$ cat config.mk
export PLATFORM = sky130hd
export DESIGN_NAME = morse_decoder_flat
export DESIGN_NICKNAME = d
export VERILOG_FILES = /design/src/rtl/morse_if.sv /design/src/rtl/morse_decoder.sv /design/src/flat_wrapper.sv
export SDC_FILE = /design/constraint.sdc
export NUM_CORES = 1
export LEC_CHECK = 0
export CAP_MARGIN = 0
export CORE_MARGIN = 2
export CORE_UTILIZATION = 25
export DETAILED_ROUTE_END_ITERATION = 10
export HOLD_SLACK_MARGIN = 0.02
export PLACE_DENSITY = 0.45
export SLEW_MARGIN = 10
export SYNTH_ARGS = -nofsm -noshare
export SYNTH_HDL_FRONTEND = slang
export SYNTH_SLANG_ARGS = --single-unit
$ cat constraint.sdc
create_clock -name clk -period 6.6 [get_ports clk]
set_input_delay 1.32 -clock clk [delete_from_list [all_inputs] [get_ports clk]]
set_output_delay 1.32 -clock clk [all_outputs]
set_load 0.03 [all_outputs]
$ cat src/rtl/morse_if.sv
// Keyed-line input and decoded-letter outputs of the Morse receiver.
// The master drives key; the slave (decoder) drives the results.
interface morse_if;
  logic       key;
  logic       valid;
  logic [2:0] letter;
  logic       error;
  logic [3:0] pattern;
  logic [2:0] length;
  logic       busy;

  modport master (output key, input valid, letter, error, pattern, length, busy);
  modport slave  (input key, output valid, letter, error, pattern, length, busy);
endinterface

$ cat src/rtl/morse_decoder.sv
// Morse receiver: times marks/spaces on a synchronized key line, classifies
// dots/dashes, and decodes letters A-H into the transmitter's 3-bit code.
//   state | meaning
//   IDLE  | no letter in progress, waiting for a mark
//   MARK  | key high, timing the current mark
//   SPACE | key low after a symbol, timing the gap
module morse_decoder #(
  parameter int UNIT_CYCLES = 25_000_000
) (
  input  logic     clk,
  input  logic     reset,
  morse_if.slave   bus
);

  localparam int CW = $clog2(4*UNIT_CYCLES+1);
  localparam logic [CW-1:0] CNT_MAX    = CW'(4*UNIT_CYCLES);
  localparam logic [CW-1:0] GLITCH_LIM = CW'(UNIT_CYCLES/2);
  localparam logic [CW-1:0] DASH_LIM   = CW'(2*UNIT_CYCLES);
  localparam logic [CW-1:0] GAP_END    = CW'(3*UNIT_CYCLES-1);

  typedef enum logic [1:0] {IDLE, MARK, SPACE} state_t;

  state_t        state, state_n;
  logic          sync1, key_s;
  logic [CW-1:0] cnt, cnt_n;
  logic [3:0]    sym, sym_n;
  logic [2:0]    len, len_n;
  logic          ovf, ovf_n;
  logic          emit;
  logic          match;
  logic [2:0]    code;

  logic          valid_q, error_q;
  logic [2:0]    letter_q, length_q;
  logic [3:0]    pattern_q;

  always_comb begin
    match = 1'b1;
    code  = 3'b000;
    case ({len, sym})
      7'b010_0001: code = 3'b000;
      7'b100_1000: code = 3'b001;
      7'b100_1010: code = 3'b010;
      7'b011_0100: code = 3'b011;
      7'b001_0000: code = 3'b100;
      7'b100_0010: code = 3'b101;
      7'b011_0110: code = 3'b110;
      7'b100_0000: code = 3'b111;
      default:     match = 1'b0;
    endcase
  end

  always_comb begin
    state_n = state;
    cnt_n   = cnt;
    sym_n   = sym;
    len_n   = len;
    ovf_n   = ovf;
    emit    = 1'b0;
    case (state)
      IDLE: begin
        if (key_s) begin
          state_n = MARK;
          cnt_n   = CW'(1);
        end
      end
      MARK: begin
        if (key_s) begin
          if (cnt != CNT_MAX) cnt_n = cnt + 1'b1;
        end else if (cnt < GLITCH_LIM) begin
          // A glitch is dropped; an empty letter falls straight back to idle.
          if (len != 3'd0) begin
            state_n = SPACE;
            cnt_n   = CW'(1);
          end else begin
            state_n = IDLE;
            sym_n   = 4'b0000;
            len_n   = 3'd0;
            ovf_n   = 1'b0;
          end
        end else begin
          state_n = SPACE;
          cnt_n   = CW'(1);
          if (len == 3'd4) begin
            ovf_n = 1'b1;
          end else begin
            sym_n = {sym[2:0], cnt >= DASH_LIM};
            len_n = len + 3'd1;
          end
        end
      end
      SPACE: begin
        if (key_s) begin
          state_n = MARK;
          cnt_n   = CW'(1);
        end else if (cnt == GAP_END) begin
          emit    = 1'b1;
          state_n = IDLE;
          sym_n   = 4'b0000;
          len_n   = 3'd0;
          ovf_n   = 1'b0;
        end else begin
          cnt_n = cnt + 1'b1;
        end
      end
      default: state_n = IDLE;
    endcase
  end

  always_ff @(posedge clk or posedge reset) begin
    if (reset) begin
      sync1 <= 1'b0;
      key_s <= 1'b0;
      state <= IDLE;
      cnt   <= '0;
      sym   <= 4'b0000;
      len   <= 3'd0;
      ovf   <= 1'b0;
    end else begin
      sync1 <= bus.key;
      key_s <= sync1;
      state <= state_n;
      cnt   <= cnt_n;
      sym   <= sym_n;
      len   <= len_n;
      ovf   <= ovf_n;
    end
  end

  always_ff @(posedge clk or posedge reset) begin
    if (reset) begin
      valid_q   <= 1'b0;
      letter_q  <= 3'b000;
      error_q   <= 1'b0;
      pattern_q <= 4'b0000;
      length_q  <= 3'd0;
    end else begin
      valid_q <= emit;
      if (emit) begin
        pattern_q <= sym;
        length_q  <= len;
        error_q   <= ovf | ~match;
        letter_q  <= (ovf | ~match) ? 3'b000 : code;
      end
    end
  end

  assign bus.valid   = valid_q;
  assign bus.letter  = letter_q;
  assign bus.error   = error_q;
  assign bus.pattern = pattern_q;
  assign bus.length  = length_q;
  assign bus.busy    = (state != IDLE);

endmodule

$ cat src/flat_wrapper.sv
// flat-port wrapper written by rule: the top's interface ports become plain ports
module morse_decoder_flat 
#(
  parameter int UNIT_CYCLES = 25_000_000
)
  (clk, reset, bus_key, bus_valid, bus_letter, bus_error, bus_pattern, bus_length, bus_busy);
  morse_if bus_i ();
  input  logic clk;
  input  logic reset;
  input wire logic [$bits(bus_i.key)-1:0] bus_key;
  output wire logic [$bits(bus_i.valid)-1:0] bus_valid;
  output wire logic [$bits(bus_i.letter)-1:0] bus_letter;
  output wire logic [$bits(bus_i.error)-1:0] bus_error;
  output wire logic [$bits(bus_i.pattern)-1:0] bus_pattern;
  output wire logic [$bits(bus_i.length)-1:0] bus_length;
  output wire logic [$bits(bus_i.busy)-1:0] bus_busy;
  assign bus_i.key = bus_key;
  assign bus_valid = bus_i.valid;
  assign bus_letter = bus_i.letter;
  assign bus_error = bus_i.error;
  assign bus_pattern = bus_i.pattern;
  assign bus_length = bus_i.length;
  assign bus_busy = bus_i.busy;
  morse_decoder #(.UNIT_CYCLES(UNIT_CYCLES)) u_core (.clk(clk), .reset(reset), .bus(bus_i));
endmodule
==> metrics.csv <==
stage,metric,value,unit
setup_path,Critical Path Max Stage Delay,670,ps
timing,crit path time final,3080,ps
timing,Setup TNS,0,ps
power,Clock power frac,0.392,
global_route,GRT Util Overall,0.125,
placement,GPL Wtd Cong,0.757,
synth,"EDFF count, synth",0,
synth,Synth top area share,0.421,
die,Starting Density,0.255,
timing,final worst path period share,0.466,
setup_path,slowest CP cell,clkdlybuf4s50_1,
die,num ports,16,
die,chip height,114,µm
global_route,vias in the first global route,2579,
synth,Syn Inst Count,344,
timing,Setup-failing EPs final,0,
timing,RSZ-0062 raised after global routing,no,
routing,DRC errors left,0,
synth,Ys Warns,0,
placement,DPL Wire Length,5370,µm
setup_path,"Arr. time, crit path",1760,ps
run_status,status,"finished, final reports clean",
setup_path,Worst setup EP type,primary output,
routing,Vias/cell,5.20,
worst_hold_path,worst hold path type,flop to flop,
clock_network,CTS tree,done,
cells_and_area,design area,3480,µm²
power,pwr/cell area,250,nW/µm²
synth,"top cells by area, synth","dfrtp_1 (42%), o21ai_0 (6.8%), ha_1 (4.5%), nand2_1 (4.2%), o31ai_1 (4.2%)",
clock_network,Post-CTS Hold Buffers,0,
power,Lkg Pwr,1.41,nW
clock_network,Sink Count,51,
synth,Mapped Area,3030,µm²
power,sw frac,0.305,
power,Net Sw Power,0.265,mW
clock_network,post-CTS sizing,0,
cells_and_area,Post-layout nets,364,
clock_network,H-tree depth,2,
cells_and_area,storage element area,1280,µm²
synth,ys async rst share,1.00,
setup_path,"most used cell, CP",inv_1,
power,Seq pwr share,0.383,
setup_path,Critical Path RT,5280,ps
timing,Final Max Tran Viols,0,
synth,Post-synth top flop,dfrtp_1,
die,Die X,114,µm
synth,post-synthesis register bit count,51,
routing,post-route ant nets,0,
setup_path,CP Class,flop to primary output,
cells_and_area,fill cell count,1270,
clock_network,Setup Buffers After CTS,0,
timing,max_slew headroom,0.427,
setup_path,CP max FO,4,
run,max cap viols,0,
synth,Syn Nets,358,
setup_path,critical-path cell list,inv_1 -> ha_1 -> inv_1 -> clkdlybuf4s50_1,
timing,final hold violation count,0,
synth,"area leader, netlist",dfrtp_1,
timing,Peak Freq,325,MHz
cells_and_area,area grow syn2layout,14.7,%
power,Logic pwr share,0.226,
placement,Port Buffer Count,15,
cells_and_area,diode count,0,
clock_network,clock tree root driver cell,clkbuf_16,
cells_and_area,Post-Layout Cell Count,498,
cells_and_area,share of layout cells above drive strength 1,0.0655,
global_route,largest net degree at the start of global routing,52,
routing,Initial DRC Count,244,
timing,skew final,6.51,ps
global_route,initial antenna violation count,0,
power,Pint,0.604,mW
routing,WL final,7800,µm
synth,"Seq/Total Area, Yosys",0.421,
clock_network,worst skew pair latency,290,ps
synth,synth unique cells,50,
timing,Slew @ Worst Pin,860,ps
placement,Placed Area,3290,µm²
clock_network,"CTS clk-pin slew, worst paths",70,ps
die,row count,40,
synth,Syn Area/Cell,8.81,µm²
setup_path,Reg2Reg Setup Slack,3640,ps
cells_and_area,area occupied by multi-input gates,1590,µm²
global_route,Congestion Overflow GR,0,
clock_network,Max Buffers Root-to-Sink,2,
placement,cell count after placement,490,
clock_network,clock buffer count from CTS,5,
routing,DR vias,2592,
die,core area,11900,µm²
power,Worst VDD drop,0.0000907,V
routing,WL/cell,15.7,µm
die,Die ar.,13000,µm²
setup_path,crit path launch type,flop,
global_route,first-pass GRT wire length,13100,µm
routing,Pre-Repair DR Iteration Count,4,
==> metrics by stage <==
stage / power [mW] / hold slack, ps / setup WS (ps) / util
after global placement: 0.535 / 337 / 3690 / 0.276
after CTS: 0.881 / 353 / 3510 / 0.292
final: 0.870 / 349 / 3520 / 0.292
after global routing: 0.914 / 372 / 3340 / 0.292
after detailed placement: 0.535 / 336 / 3660 / 0.276
after floorplan: 0.487 / 331 / 4050 / -
==> worst paths after layout <==
kind / endpoint / start / cells after the start
min in group asynchronous: u_core.state[0] / reset / 3
max in group asynchronous: u_core.cnt[26] / reset / 3
worst min register to register: u_core.key_s / u_core.sync1 / 0
worst max-delay path: bus_busy / u_core.state[0] / 4
worst min-delay path: u_core.key_s / u_core.sync1 / 0
worst max register to register: u_core.cnt[9] / u_core.cnt[8] / 7
==> final cells by class <==
type,instances,area share
Sequential cell,51,0.367
Timing Repair Buffer,18,0.0496
Inverter,16,0.0173
Multi-Input combinational cell,258,0.458
Clock inverter,3,0.0194
Tap cell,147,0.0529
Clock buffer,5,0.0360
==> power groups by stage <==
stage	registers (mW)	logic, mW	clock network (mW)
after floorplan	0.335	0.151	0
after global placement	0.339	0.196	0
after detailed placement	0.339	0.196	0
after CTS	0.333	0.198	0.351
after global routing	0.334	0.219	0.361
final	0.333	0.196	0.341
==> flip-flops by register name (all words and copies together), names as in the netlist <==
name                count
u_core.cnt             27
u_core.bus.letter       3
u_core.state            2
u_core.bus.valid        1
u_core.bus.pattern      4
u_core.sync1            1
u_core.len              3
u_core.sym              4
u_core.bus.length       3
u_core.ovf              1
u_core.key_s            1
u_core.bus.error        1
==> critical path, delay by kind of cell (launching register included) <==
family	cells	cell delay, ps
buffers and inverters	3	830
adder cells (fa/ha/maj)	1	240
flip-flops	1	400
==> kinds of logic after synthesis <==
group | Yosys count | synth area share
buffers and inverters | 35 | 0.0537
and+or+nand+nor | 134 | 0.229
DFF | 51 | 0.421
muxes | 6 | 0.0219
xor gates and xnor gates | 2 | 0.00578
AOI/OAI and AO/OA | 105 | 0.223
adders and majority gates | 11 | 0.0454
==> synth_stat cells, drive strengths merged (9+ instances only) <==
master,count
a21oi,15
a31oi,9
buf,11
dfrtp,51
ha,11
inv,16
nand2,34
nand3,20
nor2,24
o21ai,41
o31ai,17
==> cell usage in the layout, fill, tap and decap left out, drive strengths merged, types with 9 or more instances in the layout <==
cell,instances
o31ai,17
inv,16
a21oi,15
dfrtp,51
clkdlybuf4s50,15
nand3,20
o21ai,41
ha,11
nand2,34
nor2,24
a31oi,9
==> metal layers <==
layer	routed length, µm	global-route usage
met1	3770	0.166
met3	269	0.0206
met5	0	0
met4	47	0.0333
met2	3710	0.210
Note: power is estimated with default switching activity, not from simulation.
